File: src/rtl/serial_console_bridge_pkg.sv
// Shared constants for the processor serial console: byte width, default FIFO depth,
// and status bit positions reserved for the data_memory status word.
package serial_pkg;
  localparam int BYTE_W             = 8;
  localparam int DEFAULT_DEPTH_LOG2 = 4;

  localparam int STAT_RX_VALID_BIT  = 0;
  localparam int STAT_TX_READY_BIT  = 1;
  localparam int STAT_OVERFLOW_BIT  = 2;
  localparam int STAT_UNDERFLOW_BIT = 3;
endpackage

File: src/rtl/serial_console_bridge_if.sv
// CPU-side and host-side byte streams of the serial console bridge.
// slave = the bridge; master = the processor/host side driving it.
interface serial_console_bridge_if
  import serial_pkg::*;
#(
  parameter int DEPTH_LOG2 = DEFAULT_DEPTH_LOG2,
  parameter int DATA_W     = BYTE_W
);
  logic [DATA_W-1:0]   serial_in;
  logic                serial_valid_in;
  logic                serial_ready_in;
  logic [DATA_W-1:0]   serial_out;
  logic                serial_rden_out;
  logic                serial_wren_out;
  logic [DATA_W-1:0]   host_rx_data;
  logic                host_rx_valid;
  logic                host_rx_ready;
  logic [DATA_W-1:0]   host_tx_data;
  logic                host_tx_valid;
  logic                host_tx_ready;
  logic [DEPTH_LOG2:0] rx_count;
  logic [DEPTH_LOG2:0] tx_count;
  logic                err_clear;
  logic                overflow_err;
  logic                underflow_err;

  modport slave (
    output serial_in, serial_valid_in, serial_ready_in,
    input  serial_out, serial_rden_out, serial_wren_out,
    input  host_rx_data, host_rx_valid,
    output host_rx_ready,
    output host_tx_data, host_tx_valid,
    input  host_tx_ready,
    output rx_count, tx_count,
    input  err_clear,
    output overflow_err, underflow_err
  );

  modport master (
    input  serial_in, serial_valid_in, serial_ready_in,
    output serial_out, serial_rden_out, serial_wren_out,
    output host_rx_data, host_rx_valid,
    input  host_rx_ready,
    input  host_tx_data, host_tx_valid,
    output host_tx_ready,
    input  rx_count, tx_count,
    output err_clear,
    input  overflow_err, underflow_err
  );
endinterface

File: src/rtl/serial_console_bridge_byte_fifo.sv
// Byte FIFO, 1-cycle minimum latency, no empty bypass; full/empty come from the registered
// count only, so a push at full is refused even when a pop happens in the same cycle.
module byte_fifo
  import serial_pkg::*;
#(
  parameter int DEPTH_LOG2 = DEFAULT_DEPTH_LOG2,
  parameter int DATA_W     = BYTE_W
) (
  input  logic                clock,
  input  logic                reset,
  input  logic                push,
  input  logic [DATA_W-1:0]   pushData,
  input  logic                pop,
  output logic [DATA_W-1:0]   headData,
  output logic [DEPTH_LOG2:0] count,
  output logic                full,
  output logic                empty
);
  localparam int                  DEPTH      = 1 << DEPTH_LOG2;
  localparam logic [DEPTH_LOG2:0] FULL_COUNT = (DEPTH_LOG2 + 1)'(DEPTH);
  localparam logic [DEPTH_LOG2:0] CNT_ONE    = (DEPTH_LOG2 + 1)'(1);
  localparam logic [DEPTH_LOG2-1:0] PTR_ONE  = DEPTH_LOG2'(1);

  logic [DATA_W-1:0]     mem [DEPTH];
  logic [DEPTH_LOG2-1:0] wrPtr;
  logic [DEPTH_LOG2-1:0] rdPtr;
  logic [DEPTH_LOG2:0]   countQ;
  logic                  pushOk;
  logic                  popOk;

  assign full     = (countQ == FULL_COUNT);
  assign empty    = (countQ == '0);
  assign pushOk   = push && !full;
  assign popOk    = pop && !empty;
  assign count    = countQ;
  assign headData = mem[rdPtr];

  always_ff @(posedge clock) begin
    if (reset) begin
      wrPtr  <= '0;
      rdPtr  <= '0;
      countQ <= '0;
    end else begin
      if (pushOk) wrPtr <= wrPtr + PTR_ONE;
      if (popOk)  rdPtr <= rdPtr + PTR_ONE;
      case ({pushOk, popOk})
        2'b10:   countQ <= countQ + CNT_ONE;
        2'b01:   countQ <= countQ - CNT_ONE;
        default: countQ <= countQ;
      endcase
    end
  end

  // Storage carries no reset; stale entries are never visible because empty data is masked upstream.
  always_ff @(posedge clock) begin
    if (pushOk) mem[wrPtr] <= pushData;
  end
endmodule

File: src/rtl/serial_console_bridge.sv
// Device endpoint for the processor serial ports: RX (host->CPU) and TX (CPU->host) byte FIFOs,
// 1-cycle minimum latency each way, ready/valid from registered counts, sticky CPU misuse flags.
module serial_console_bridge
  import serial_pkg::*;
#(
  parameter int DEPTH_LOG2 = DEFAULT_DEPTH_LOG2,
  parameter int DATA_W     = BYTE_W
) (
  input logic                    clock,
  input logic                    reset,
  serial_console_bridge_if.slave bus
);
  logic [DATA_W-1:0] rxHead;
  logic [DATA_W-1:0] txHead;
  logic              rxFull;
  logic              rxEmpty;
  logic              txFull;
  logic              txEmpty;
  logic              overflowErr;
  logic              underflowErr;

  byte_fifo #(.DEPTH_LOG2(DEPTH_LOG2), .DATA_W(DATA_W)) rxFifo (
    .clock    (clock),
    .reset    (reset),
    .push     (bus.host_rx_valid),
    .pushData (bus.host_rx_data),
    .pop      (bus.serial_rden_out),
    .headData (rxHead),
    .count    (bus.rx_count),
    .full     (rxFull),
    .empty    (rxEmpty)
  );

  byte_fifo #(.DEPTH_LOG2(DEPTH_LOG2), .DATA_W(DATA_W)) txFifo (
    .clock    (clock),
    .reset    (reset),
    .push     (bus.serial_wren_out),
    .pushData (bus.serial_out),
    .pop      (bus.host_tx_ready),
    .headData (txHead),
    .count    (bus.tx_count),
    .full     (txFull),
    .empty    (txEmpty)
  );

  assign bus.serial_in       = rxEmpty ? '0 : rxHead;
  assign bus.serial_valid_in = !rxEmpty;
  assign bus.host_rx_ready   = !rxFull;
  assign bus.host_tx_data    = txEmpty ? '0 : txHead;
  assign bus.host_tx_valid   = !txEmpty;
  assign bus.serial_ready_in = !txFull;

  // A new error event in the same cycle as err_clear keeps the flag set.
  always_ff @(posedge clock) begin
    if (reset) begin
      overflowErr  <= 1'b0;
      underflowErr <= 1'b0;
    end else begin
      if (bus.serial_wren_out && txFull) overflowErr <= 1'b1;
      else if (bus.err_clear)            overflowErr <= 1'b0;
      if (bus.serial_rden_out && rxEmpty) underflowErr <= 1'b1;
      else if (bus.err_clear)             underflowErr <= 1'b0;
    end
  end

  assign bus.overflow_err  = overflowErr;
  assign bus.underflow_err = underflowErr;
endmodule

File: src/flat_wrapper.sv
// flat-port wrapper written by rule: the top's interface ports become plain ports
module serial_console_bridge_flat import serial_pkg::*;
#(
  parameter int DEPTH_LOG2 = DEFAULT_DEPTH_LOG2,
  parameter int DATA_W     = BYTE_W
)
  (clock, reset, bus_serial_in, bus_serial_valid_in, bus_serial_ready_in, bus_serial_out, bus_serial_rden_out, bus_serial_wren_out, bus_host_rx_data, bus_host_rx_valid, bus_host_rx_ready, bus_host_tx_data, bus_host_tx_valid, bus_host_tx_ready, bus_rx_count, bus_tx_count, bus_err_clear, bus_overflow_err, bus_underflow_err);
  serial_console_bridge_if #(.DEPTH_LOG2(DEPTH_LOG2), .DATA_W(DATA_W)) bus_i ();
  input logic clock;
  input logic reset;
  output wire logic [$bits(bus_i.serial_in)-1:0] bus_serial_in;
  output wire logic [$bits(bus_i.serial_valid_in)-1:0] bus_serial_valid_in;
  output wire logic [$bits(bus_i.serial_ready_in)-1:0] bus_serial_ready_in;
  input wire logic [$bits(bus_i.serial_out)-1:0] bus_serial_out;
  input wire logic [$bits(bus_i.serial_rden_out)-1:0] bus_serial_rden_out;
  input wire logic [$bits(bus_i.serial_wren_out)-1:0] bus_serial_wren_out;
  input wire logic [$bits(bus_i.host_rx_data)-1:0] bus_host_rx_data;
  input wire logic [$bits(bus_i.host_rx_valid)-1:0] bus_host_rx_valid;
  output wire logic [$bits(bus_i.host_rx_ready)-1:0] bus_host_rx_ready;
  output wire logic [$bits(bus_i.host_tx_data)-1:0] bus_host_tx_data;
  output wire logic [$bits(bus_i.host_tx_valid)-1:0] bus_host_tx_valid;
  input wire logic [$bits(bus_i.host_tx_ready)-1:0] bus_host_tx_ready;
  output wire logic [$bits(bus_i.rx_count)-1:0] bus_rx_count;
  output wire logic [$bits(bus_i.tx_count)-1:0] bus_tx_count;
  input wire logic [$bits(bus_i.err_clear)-1:0] bus_err_clear;
  output wire logic [$bits(bus_i.overflow_err)-1:0] bus_overflow_err;
  output wire logic [$bits(bus_i.underflow_err)-1:0] bus_underflow_err;
  assign bus_serial_in = bus_i.serial_in;
  assign bus_serial_valid_in = bus_i.serial_valid_in;
  assign bus_serial_ready_in = bus_i.serial_ready_in;
  assign bus_i.serial_out = bus_serial_out;
  assign bus_i.serial_rden_out = bus_serial_rden_out;
  assign bus_i.serial_wren_out = bus_serial_wren_out;
  assign bus_i.host_rx_data = bus_host_rx_data;
  assign bus_i.host_rx_valid = bus_host_rx_valid;
  assign bus_host_rx_ready = bus_i.host_rx_ready;
  assign bus_host_tx_data = bus_i.host_tx_data;
  assign bus_host_tx_valid = bus_i.host_tx_valid;
  assign bus_i.host_tx_ready = bus_host_tx_ready;
  assign bus_rx_count = bus_i.rx_count;
  assign bus_tx_count = bus_i.tx_count;
  assign bus_i.err_clear = bus_err_clear;
  assign bus_overflow_err = bus_i.overflow_err;
  assign bus_underflow_err = bus_i.underflow_err;
  serial_console_bridge #(.DEPTH_LOG2(DEPTH_LOG2), .DATA_W(DATA_W)) u_core (.clock(clock), .reset(reset), .bus(bus_i));
endmodule
File: config.mk
export PLATFORM = sky130hd
export DESIGN_NAME = serial_console_bridge_flat
export DESIGN_NICKNAME = d
export VERILOG_FILES = /design/src/rtl/serial_console_bridge_pkg.sv /design/src/rtl/serial_console_bridge_if.sv /design/src/rtl/serial_console_bridge_byte_fifo.sv /design/src/rtl/serial_console_bridge.sv /design/src/flat_wrapper.sv
export SDC_FILE = /design/constraint.sdc
export NUM_CORES = 1
export LEC_CHECK = 0
export ABC_CLOCK_PERIOD_IN_PS = 2500
export CORE_MARGIN = 2
export CORE_UTILIZATION = 54
export DETAILED_ROUTE_END_ITERATION = 10
export PLACE_DENSITY_LB_ADDON = 0.25
export SLEW_MARGIN = 0
export SYNTH_ARGS = -nofsm -noshare
export SYNTH_HDL_FRONTEND = slang
export SYNTH_SLANG_ARGS = --single-unit
File: constraint.sdc
create_clock -name clock -period 2.5 [get_ports clock]
set_input_delay 0.375 -clock clock [delete_from_list [all_inputs] [get_ports clock]]
set_output_delay 0.375 -clock clock [all_outputs]
set_load 0.05 [all_outputs]
### Yosys cells after proc, flatten, opt, wreduce, memory -nomap -nowiden

Memories as Yosys holds them, arrays and structs flattened. A register that Yosys moved wholly into a read port is not among the register bits.
Index checks and enable logic that the tools add are counted.

| storage, ports and cells | value |
|---|---|
| memory bits (writable) | 256 |
| input bits | 23 |
| memories | 2 |
| logic and storage cells | 55 |
| register bits after elaboration | 28 |
| output and inout port bits | 32 |

| operators by class | value |
|---|---|
| equal/unequal tests | 6 |
| reductions and logical operators | 16 |
| add/sub/neg operators | 8 |
| mux-type cells | 15 |

Memory list:

| name | words | bits a word | rd ports | clocked after Yosys merged registers in | wr ports | RTL line | text |
|---|---|---|---|---|---|---|---|
| u_core.rxFifo.mem | 16 | 8 | 1 | 1 | 1 | serial_console_bridge_byte_fifo.sv:24 | `logic [DATA_W-1:0] mem [DEPTH];` |
| u_core.txFifo.mem | 16 | 8 | 1 | 1 | 1 | serial_console_bridge_byte_fifo.sv:24 |  |

Operators by type and width:

| cell | number |
|---|---|
| one-hot mux 5 bit (2 select lines) | 2 |
| adder 4 x 1 -> 4 bit, second input constant | 4 |
| two-way mux 4 bit | 4 |
| two-way mux 8 bit | 2 |
| adder 5 x 1 -> 5 bit, second input constant | 2 |
| equality test 5 bit, second input constant | 2 |
| logical NOT 5 bit | 2 |
| subtractor 5 x 1 -> 5 bit, second input constant | 2 |
| nonzero test 2 bit | 4 |
| two-way mux 1 bit | 7 |
| logical AND 1 bit | 6 |
| equality test 2 x 1 -> 1 bit, second input constant | 2 |
| equality test 2 bit, second input constant | 2 |
| logical NOT 1 bit | 4 |

### Logic depth before layout (Yosys ltp)

Gate-level depths: netlist (run 1).

| depth | value |
|---|---|
| depth in word-level cells | 5 |
| depth in mapped cells | 13 |
| gate-level depth less buffers | 11 |

### By module

A second synthesis (run 1) with hierarchy kept.

| second synthesis, totals | value |
|---|---|
| cells, all modules | 676 |
| area total of the unflattened synthesis | 11882.6 um2 |

By module, submodules not included:

| module | times used | area an instance (um2) | cells an instance |
|---|---|---|---|
| byte_fifo | 2 | 5836.8 | 324 |
| serial_console_bridge | 1 | 209.0 | 28 |

### Worst setup path before layout (run 1)

Ideal clock, no wire load.

| timing | value |
|---|---|
| path type | register to register |
| from | register u_core.txFifo.countQ[2] (netlist: u_core.txFifo.count[2]) |
| to | register u_core.txFifo.countQ[4] (netlist: u_core.txFifo.count[4]) |
| library setup time | 0.121 ns |
| buffers on the path | 2 |
| setup slack | -0.636 ns |
| arrival | 3.015 ns |
| stages on the path, launching flop included | 12 |
| clock period less this slack | 3.136 ns |
| path through | dfxtp_1 buf_2 nor4_4 a21boi_1 ha_1 clkbuf_1 xor2_1 ha_1 o31a_1 nor4b_1 nor3_1 mux2_2 |

| between the ends | value |
|---|---|
| cells in the longest elaborated chain, start to end | 5 |

Ends and longest elaborated chain:

| element | RTL line | text |
|---|---|---|
| from (decl) | serial_console_bridge_byte_fifo.sv:27 | `logic [DEPTH_LOG2:0] countQ;` |
| from (signal assigned) | serial_console_bridge_byte_fifo.sv:47 | `2'b10: countQ <= countQ + CNT_ONE;` |
| from (signal assigned) | serial_console_bridge_byte_fifo.sv:48 | `2'b01: countQ <= countQ - CNT_ONE;` |
| from (signal assigned) | serial_console_bridge_byte_fifo.sv:49 | `default: countQ <= countQ;` |
| logical NOT 5 bit * | serial_console_bridge_byte_fifo.sv:32 | `assign empty = (countQ == '0);` |
| logical NOT 1 bit * | serial_console_bridge_byte_fifo.sv:34 | `assign popOk = pop && !empty;` |
| logical AND 1 bit * | serial_console_bridge_byte_fifo.sv:34 |  |
| named net u_core.txFifo.popOk | serial_console_bridge_byte_fifo.sv:29 | `logic popOk;` |
| equality test 2 x 1 -> 1 bit or equality test 2 bit (tied branches) | serial_console_bridge_byte_fifo.sv:46 | `case ({pushOk, popOk})` |
| one-hot mux 5 bit (2 select lines) or nonzero test 2 bit (tied branches) | -- |  |

Mark *: on every way through the listed nets, which the timed path passes. The rest lies on a longest branch.
A chain may end at the register's enable or synchronous reset.

==> impl_metrics.ini, run 1 <==
[status]
status = finished with violations
violations = negative setup slack

[drt]
wl_per_cell_microns = 21.8
vias = 6174
drc_errors = 0
wirelength_mm = 23.2
viasPerCell = 5.80
drtAntennaViolNets = 0
first_pass_iters = 4
drtIter0Drc = 449

[layout]
syn2layout_area_growth_pct = 24.5
fill_cells = 1293
nets = 806
num_antenna_cells = 0
drive_gt1_share_pct = 32.5
final_cell_area_sq_um = 14600
multi_input_area_sq_um = 3400
final-seq-area_sq_um = 8440

[place]
portBuffers = 54
postPlaceCellArea_sq_um = 13200
dpl.hpwl_mm = 14.3
gp_congestion = 0.796

[grt]
grt_max_degree = 33
grt_pass1_wl_mm = 35.6
overflow = 0
antenna_found_initial = 0
grt_usage_pct = 20.8
grt_pass1_vias = 6419

[logic_synthesis]
yosys.cell_types.count = 39
ys.warnings.count = 0
ys_seq_area_share_pct = 71.9
synth_area_leaders = edfxtp_1 66%, mux4_2 12%, dfxtp_1 6.2%
synth_seq_cells = 292
syn_area_sq_um = 11700
synth_area_leader_cell = edfxtp_1
dominantRegCellSynth = edfxtp_1
synth_fp_nets = 685
synth_edf_count = 256
synthArstFlopShare_pct = 0
postSynthCellCount = 647
netlist.area_leader.share_pct = 65.8
syn_avg_cell_area_sq_um = 18.1

[power_and_ir_drop]
intPower_uw = 10700
leakagePower_uw = 0.00475
p_sw_share_pct = 32.1
combPwrFrac_pct = 36.9
p_switching_uw = 5030
p_seq_share_pct = 37.2
irDropWorstVdd_uv = 923
powerDensity_nw_per_um2 = 1080
p_clk_share_pct = 25.8

[worst_setup_path]
critPathArrivalTime_ns = 2.28
crit_fanout = 8
critPathRequiredTime_ns = 2.12
crit_family = multiplexers
start_kind = register
crit_path_cell_trace = buf_12, buf_16, mux4_2, mux2i_1, o22ai_2, buf_12
worst_path_largest_cell_delay_ns = 0.50
end_kind = primary output
crit_type = register to primary output
cp.buffers_inverters = 3
r2r_slack_ns = -0.01
cpMostUsedCell = buf_12
slowest_stage = mux4_2

[sta]
finalHoldViolCount = 0
slew_violations = 0
layout_setup_ws_ns = -0.155
worst_pin_slew_ns = 0.628
clock_skew_ns = 0.0162
fmax_mhz = 377
min_period_over_period_pct = 106
fin_crit_ns = 2.66
rsz0062_at_grt = true
fin_setup_tns_ns = -1.63
setup_violations = 17
slew_headroom_pct = 58.0

[die]
die_x_microns = 151
rows = 53
boundaryPins = 55
die_y_microns = 151
design.die.area_sq_um = 22800
start_util_pct = 55.3
fp.coreArea_sq_um = 21200

[clocking]
clockBufferDepth = 3
cts_tree = yes
clock_latency_ns = 0.54
numClockSinks = 292
clk_pin_slew_worst_paths_ns = 0.06
clk_root_buffer_cell = clkbuf_16
cts_inserted_buffers = 29
h-tree-depth = 1
hold_buffers = 0

[run]
drv_cap = 0

[worst_hold_path]
min_path_type = input pin to register
[cell usage in the layout (no fill, tap or decap), drive strengths merged, types with 2 or more instances in the layout]
master	instances
bufinv	2
dlygate4sd2	4
mux2	2
xnor2	6
clkinv	13
nor3b	3
nand2b	9
nand4	4
nor4	3
inv	13
clkbuf	37
o21a	2
nor3	17
xor2	12
dfxtp	36
mux4	64
ha	15
nand3	2
nor2	64
o211ai	4
edfxtp	256
a31oi	2
a21oi	6
and3b	2
mux2i	37
nand2	22
a21boi	4
o21ai	2
a32oi	2
clkdlybuf4s50	34
buf	86
o22ai	16
[per-layer routing]
| layer | global-route usage (%) | part of all wire (%) |
|---|---|---|
| met5 | 0 | 0 |
| met4 | 5.37 | 2.1 |
| met3 | 2.65 | 4.1 |
| met2 | 39.3 | 55 |
| met1 | 25.3 | 39 |
[metrics by stage]
step           std cells  setup slack (ns)  util (%)  hold slack, ns  power (uW)
2_1_floorplan        647            -0.125         -           0.472        9100
3_3_place_gp         995           -0.0707      62.3           0.471       10900
3_5_place_dp         995            -0.144      62.3           0.484       11000
4_1_cts             1057            -0.153      68.2           0.447       15600
5_1_grt             1065            -0.221      68.8           0.530       16300
6_report            1065            -0.155      68.8           0.458       15700
[flip-flops by register name (all words and copies together) (netlist names), 4 cells and up, named ones only]
name and count:
u_core.rxFifo.mem 128, u_core.txFifo.mem 128, u_core.rxFifo.count 5, u_core.txFifo.count 5, u_core.rxFifo.rdPtr 4, u_core.rxFifo.wrPtr 4, u_core.txFifo.rdPtr 4, u_core.txFifo.wrPtr 4
[tightest hold or removal path, delay by kind of cell]
| family | cells | cell delay [ns] |
|---|---|---|
| compound gates | 1 | 0.05 |
| simple gates | 1 | 0.07 |
| buf+inv | 2 | 0.47 |
[synth_stat cells, drive strengths merged (15+ instances only)]
library cell,instances
nor3,17
edfxtp,256
ha,15
mux4,64
buf,16
nand2,22
o22ai,16
mux2i,37
nor2,64
clkbuf,19
dfxtp,36
[area by class of cell]
| cell class | count | share of cell area [%] |
|---|---|---|
| Inverter | 12 | 0.309 |
| Sequential cell | 292 | 58.0 |
| Multi-Input combinational cell | 308 | 23.4 |
| Timing Repair Buffer | 125 | 9.82 |
| Clock buffer | 36 | 5.17 |
| Tap cell | 275 | 2.36 |
| Clock inverter | 17 | 0.963 |
[power by group through the flow]
stage | Sequential (uW) | Combinational (uW) | Clock [uW]
global placement | 5890 | 5030 | 0
CTS | 5840 | 5600 | 4120
global route | 5870 | 6110 | 4300
floorplan | 6040 | 3060 | 0
detailed placement | 5920 | 5100 | 0
finish | 5840 | 5790 | 4060
[path summary, 6_finish.rpt]
path                                         start                                    end  cells after the start
max                                       register                       bus_serial_in[6]                      6
min                                  bus_err_clear  u_core.bus.underflow_err$_SDFFE_PP0P_                      4
max reg2reg    u_core.txFifo.count[0]$_SDFFE_PP0P_    u_core.txFifo.count[4]$_SDFFE_PP0P_                     10
min reg2reg  u_core.bus.underflow_err$_SDFFE_PP0P_  u_core.bus.underflow_err$_SDFFE_PP0P_                      2
[logic make-up after synthesis]
family	Yosys count	synth area share (%)
xor+xnor	18	1.35
fa+ha+maj	15	1.61
buf+inv	47	1.65
flops	292	71.9
simple gates	130	5.32
compound gates	42	2.45
mux	103	15.7
[repair_timing]
action | CTS | global route
setup buffers | 5 | 7
setup endpoints to repair | 21 | 19
resized for setup | 45 | 10
cloned | 4 | 1
pin swaps | 8 | 11
Note: power is estimated with default switching activity, not from simulation.
==> inputs of run 2 (changes only) <==
ABC_CLOCK_PERIOD_IN_PS = 2700   (was 2500)
CORE_UTILIZATION = 55   (was 54)
REMOVE_ABC_BUFFERS = 1   (was default)
clock period = 2.7 ns   (was 2.5 ns; I/O delays follow)
==> run 2 against run 1 <==
  * The flow now finishes without violations
  * Count of clock-buffer cells in the layout up 3
  * Largest power group unchanged
  * Critical path type unchanged
  * First-iteration DRC count increased by 2.2%
  * Non-clock buffer count down 13
  * Sequential cell count did not move
==> impl_metrics.ini, run 2 (synthesis gave the netlist of run 1 again) <==
[power_and_ir_drop]
irDropWorstVdd_uv = 632
powerDensity_nw_per_um2 = 1000
finalPower_uw = 14300
leakagePower_uw = 0.00463

[clocking]
cts_inserted_buffers = 28
clock_latency_ns = 0.54
cts_tree = yes
numClockSinks = 292
clk_root_buffer_cell = clkbuf_16
clockBufferDepth = 3
h-tree-depth = 1
clk_pin_slew_worst_paths_ns = 0.06

[sta]
rsz0062_at_grt = false
slew_violations = 0
setup_violations = 0
min_period_over_period_pct = 97.5
clock_skew_ns = 0.0141
worst_pin_slew_ns = 0.689
slew_headroom_pct = 53.9
fin_crit_ns = 2.63
finalHoldViolCount = 0
fmax_mhz = 380

[place]
dpl.hpwl_mm = 14.4
postPlaceCellArea_sq_um = 13000
dp_cells = 994
gp_congestion = 0.808
portBuffers = 54

[grt]
overflow = 0
antenna_found_initial = 0
grt_max_degree = 33
grt_pass1_wl_mm = 35.7
grt_usage_pct = 21.2
grt_pass1_vias = 6293

[layout]
drive_gt1_share_pct = 27.8
layoutNonFillerInstCount = 1051
num_antenna_cells = 0
syn2layout_area_growth_pct = 22.0
final_common_cell = edfxtp_1
fill_cells = 1374
nets = 792
reg.largest.list = u_core.rxFifo.mem x128, u_core.txFifo.mem x128
mostFrequentLayoutCells = 256 x edfxtp_1, 64 x mux4_2, 64 x nor2_1
final_cell_area_sq_um = 14300

[drt]
first_pass_iters = 4
viasPerCell = 5.78
vias = 6073
drtAntennaViolNets = 0
drtIter0Drc = 459
drc_errors = 0
wl_per_cell_microns = 21.9
wirelength_mm = 23.1

[worst_setup_path]
start_kind = register
critPathArrivalTime_ns = 2.23
critPathRequiredTime_ns = 2.30
r2r-end = u_core.txFifo.count[4]$_SDFFE_PP0P_
crit_type = register to primary output
reg2reg_depth = 10
end_kind = primary output
r2r_slack_ns = 0.18
crit_fanout = 8
r2r-start = u_core.txFifo.count[2]$_SDFFE_PP0P_

[worst_hold_path]
whs_path_depth = 2
min_path_type = register to register
hp-start = u_core.bus.overflow_err$_SDFFE_PP0P_
hold_path_end = u_core.bus.overflow_err$_SDFFE_PP0P_

[run]
drv_cap = 0

[status]
status = completed

[die]
rows = 53
start_util_pct = 55.8
die_y_microns = 150
design.die.area_sq_um = 22400
fp.coreArea_sq_um = 21000
die_x_microns = 150
boundaryPins = 55
[run 2: cell types whose count changed in the layout (fill, tap and decap cells not counted), moves of 5 or more]
cell	delta
dfxtp_1	+9
o22ai_1	+10
o22ai_2	-9
clkinv_1	-7
buf_4	-6
dfxtp_4	-5
mux2i_1	+6
[run 2: area by class of cell]
class                   instances  area, sq um  area share (%)
flip-flops and latches        292         8420            59.0
well taps                     275          344            2.41
clock inverters                13          184            1.29
clock buffers                  39          783            5.49
repair buffers                112         1250            8.78
inverters                      12         45.0           0.316
multi-input cells             308         3230            22.7
[run 2: routing by layer]
| layer | global-route usage, % | vias up | wire length, microns |
|---|---|---|---|
| met1 | 27.5 | 3102 | 9120 |
| met2 | 38.1 | 171 | 12400 |
| met3 | 2.74 | 34 | 1040 |
| met4 | 5.33 | 0 | 524 |
| li1 | - | 2766 | - |
| met5 | 0 | - | 0 |
[run 2: how the worst max path moves through the flow]
stage,startpoint,endpoint,slack [ns],cells after the start
after floorplan,register,bus_host_tx_data[0],-0.47,3
after global placement,bus_serial_wren_out,u_core.txFifo.count[4]$_SDFFE_PP0P_,-0.006,10
after detailed placement,bus_host_tx_ready,u_core.txFifo.count[4]$_SDFFE_PP0P_,-0.15,9
after CTS,u_core.txFifo.count[0]$_SDFFE_PP0P_,bus_host_tx_data[7],-0.005,5
after global routing,register,bus_serial_in[1],0.008,5
final,register,bus_serial_in[1],0.07,5
[run 2: worst max-delay path: stages (launching register included)]
cell       delay, ns
dfxtp_4         0.42
clkbuf_16       0.20
mux4_2          0.50
mux2i_1         0.20
o22ai_1         0.18
buf_12          0.18
[run 2: timing repair]
| item | 4_1_cts | 5_1_grt |
|---|---|---|
| hold buffers | 0 | 0 |
| endpoints found under the setup margin | 17 | 16 |
| setup buffers | 0 | 2 |
| cloned | 1 | 2 |
| gates resized for setup | 19 | 19 |
| pin swaps | 0 | 3 |
[run 2: power by group]
part / internal [uW] / switching, uW
Sequential: 5140 / 202
Clock: 2420 / 1600
Combinational: 2240 / 2660
[run 2: metrics by stage]
| step | hold slack [ns] | util [%] | TNS (ns) | setup WS, ns |
|---|---|---|---|---|
| 2_1_floorplan | 0.472 | - | -7.85 | -0.470 |
| 3_3_place_gp | 0.469 | 62.2 | -0.00646 | -0.00646 |
| 3_5_place_dp | 0.478 | 62.2 | -0.149 | -0.149 |
| 4_1_cts | 0.467 | 67.3 | -0.00609 | -0.00480 |
| 5_1_grt | 0.501 | 68.0 | 0 | 0.00804 |
| 6_report | 0.490 | 68.0 | 0 | 0.0671 |
==> inputs of run 3 (changes only) <==
CORE_MARGIN = default   (was 2)
==> run 3 against run 2 <==
  * Via count grew 1.6%
  * Critical path depth unchanged
  * Non-clock buffer count is 3 higher
  * Global-route usage grew 0.26 points
  * Register-to-register slack got worse by 0.05 ns
  * Count of clock-buffer cells in the layout shrank 8
  * Highest routed layer unchanged
==> impl_metrics.ini, run 3 (synthesis gave the netlist of run 1 again) <==
[power_and_ir_drop]
irDropWorstVdd_uv = 713
leakagePower_uw = 0.00461
p_seq_share_pct = 38.3
p_sw_share_pct = 32.0
p_switching_uw = 4480
p_clk_share_pct = 26.5
intPower_uw = 9500
powerDensity_nw_per_um2 = 987
combPwrFrac_pct = 35.3

[clocking]
clk_pin_slew_worst_paths_ns = 0.06
clockBufferDepth = 3
cts_tree = yes
hold_buffers = 0
clk_root_buffer_cell = clkbuf_16
numClockSinks = 292
h-tree-depth = 1
cts_inserted_buffers = 28
clock_latency_ns = 0.53

[layout]
final_common_cell = edfxtp_1
reg.largest.list = u_core.rxFifo.mem x128, u_core.txFifo.mem x128
num_antenna_cells = 0
mostFrequentLayoutCells = 256 x edfxtp_1, 64 x mux4_2, 64 x nor2_1
nets = 795
syn2layout_area_growth_pct = 21.2
drive_gt1_share_pct = 26.7
finish.utilization_pct = 68.9

[die]
rows = 52
die_y_microns = 148
boundaryPins = 55
design.die.area_sq_um = 21800
die_x_microns = 148
start_util_pct = 56.9
fp.coreArea_sq_um = 20600

[drt]
wirelength_mm = 23.2
drtAntennaViolNets = 0
first_pass_iters = 6
viasPerCell = 5.89
vias = 6173
drc_errors = 0
wl_per_cell_microns = 22.1
drtIter0Drc = 508

[sta]
clock_skew_ns = 0.00697
fin_crit_ns = 2.65
slew_violations = 0
layout_setup_ws_ns = 0.0549
fmax_mhz = 378
min_period_over_period_pct = 98.0
finalHoldViolCount = 0
setup_violations = 0
slew_headroom_pct = 57.3
worst_pin_slew_ns = 0.638

[grt]
overflow = 0
grt_pass1_vias = 6322
antenna_found_initial = 0
grt_usage_pct = 21.4
grt_pass1_wl_mm = 35.2
grt_max_degree = 34

[status]
status = completed

[place]
portBuffers = 54
place_ws_ns = -0.0766
dpl.hpwl_mm = 14.0
gp_congestion = 0.846

[worst_setup_path]
start_kind = register
r2r_slack_ns = 0.13
critPathArrivalTime_ns = 2.24
crit_type = register to primary output
critPathRequiredTime_ns = 2.30
end_kind = primary output
crit_fanout = 8

[run]
drv_cap = 0

[worst_hold_path]
min_path_type = register to register
==> run 3: cell count changes in the layout (fill, tap and decap cells not counted), moves of 2 or more <==
cell        delta
buf_6          +2
bufinv_16      -2
clkbuf_1       -6
clkbuf_8       -2
clkinv_1      +11
clkinvlp_4     -2
ha_2           +2
o22ai_1        +3
o22ai_2        -3
==> run 3: area by class of cell <==
type                            instances  area, sq um
Sequential cell                       292         8420
Multi-Input combinational cell        308         3210
Tap cell                              270          338
Inverter                               12         45.0
Timing Repair Buffer                  115         1290
Clock buffer                           31          733
Fill cell                            1328         6390
Clock inverter                         20          143
==> run 3: repair_timing <==
action                                  CTS  global route
pin swaps                                 0             3
setup buffers                             0             3
endpoints found under the setup margin   14            17
gates cloned                              1             4
gates resized for setup                   9            23
==> run 3: routing by layer <==
metal	track usage, %	wire length (microns)	vias up
met1	30.5	9940	3157
met2	35.0	11300	207
met3	3.73	1510	35
li1	-	-	2774
met5	0	0	-
met4	4.85	428	0
==> run 3: power groups by stage <==
stage               Sequential [uW]  Combinational, uW  Clock [uW]
floorplan                      5790               2350           0
global placement               5380               4510           0
detailed placement             5400               4600           0
CTS                            5320               4700        3750
global route                   5370               5210        3930
finish                         5350               4930        3700
==> run 3: final timing paths <==
path                                            start                                   to  depth (start not counted)
setup / recovery                             register                     bus_serial_in[1]                          5
hold / removal    u_core.txFifo.rdPtr[3]$_SDFFE_PP0P_                             register                          2
setup reg to reg  u_core.rxFifo.count[0]$_SDFFE_PP0P_  u_core.rxFifo.count[4]$_SDFFE_PP0P_                         11
hold reg to reg   u_core.txFifo.rdPtr[3]$_SDFFE_PP0P_                             register                          2
==> run 3: metrics by stage <==
stage                     cells  cell area [sq um]  hold WS (ns)  TNS (ns)  total power, uW
after detailed placement    989              13000         0.480   -0.0766            10000
after global placement      989              13000         0.476   -0.0118             9890
after floorplan             612              11500         0.472     -7.85             8140
after global routing       1048              14200         0.547   -0.0455            14500
final                      1048              14200         0.500         0            14000
after CTS                  1041              14000         0.500   -0.0464            13800
==> run 3: critical path, cell delays in order, from the launching register on <==
cell,delay (ns)
dfxtp_4,0.42
clkbuf_16,0.20
mux4_2,0.54
mux2i_4,0.21
o22ai_1,0.16
buf_12,0.18
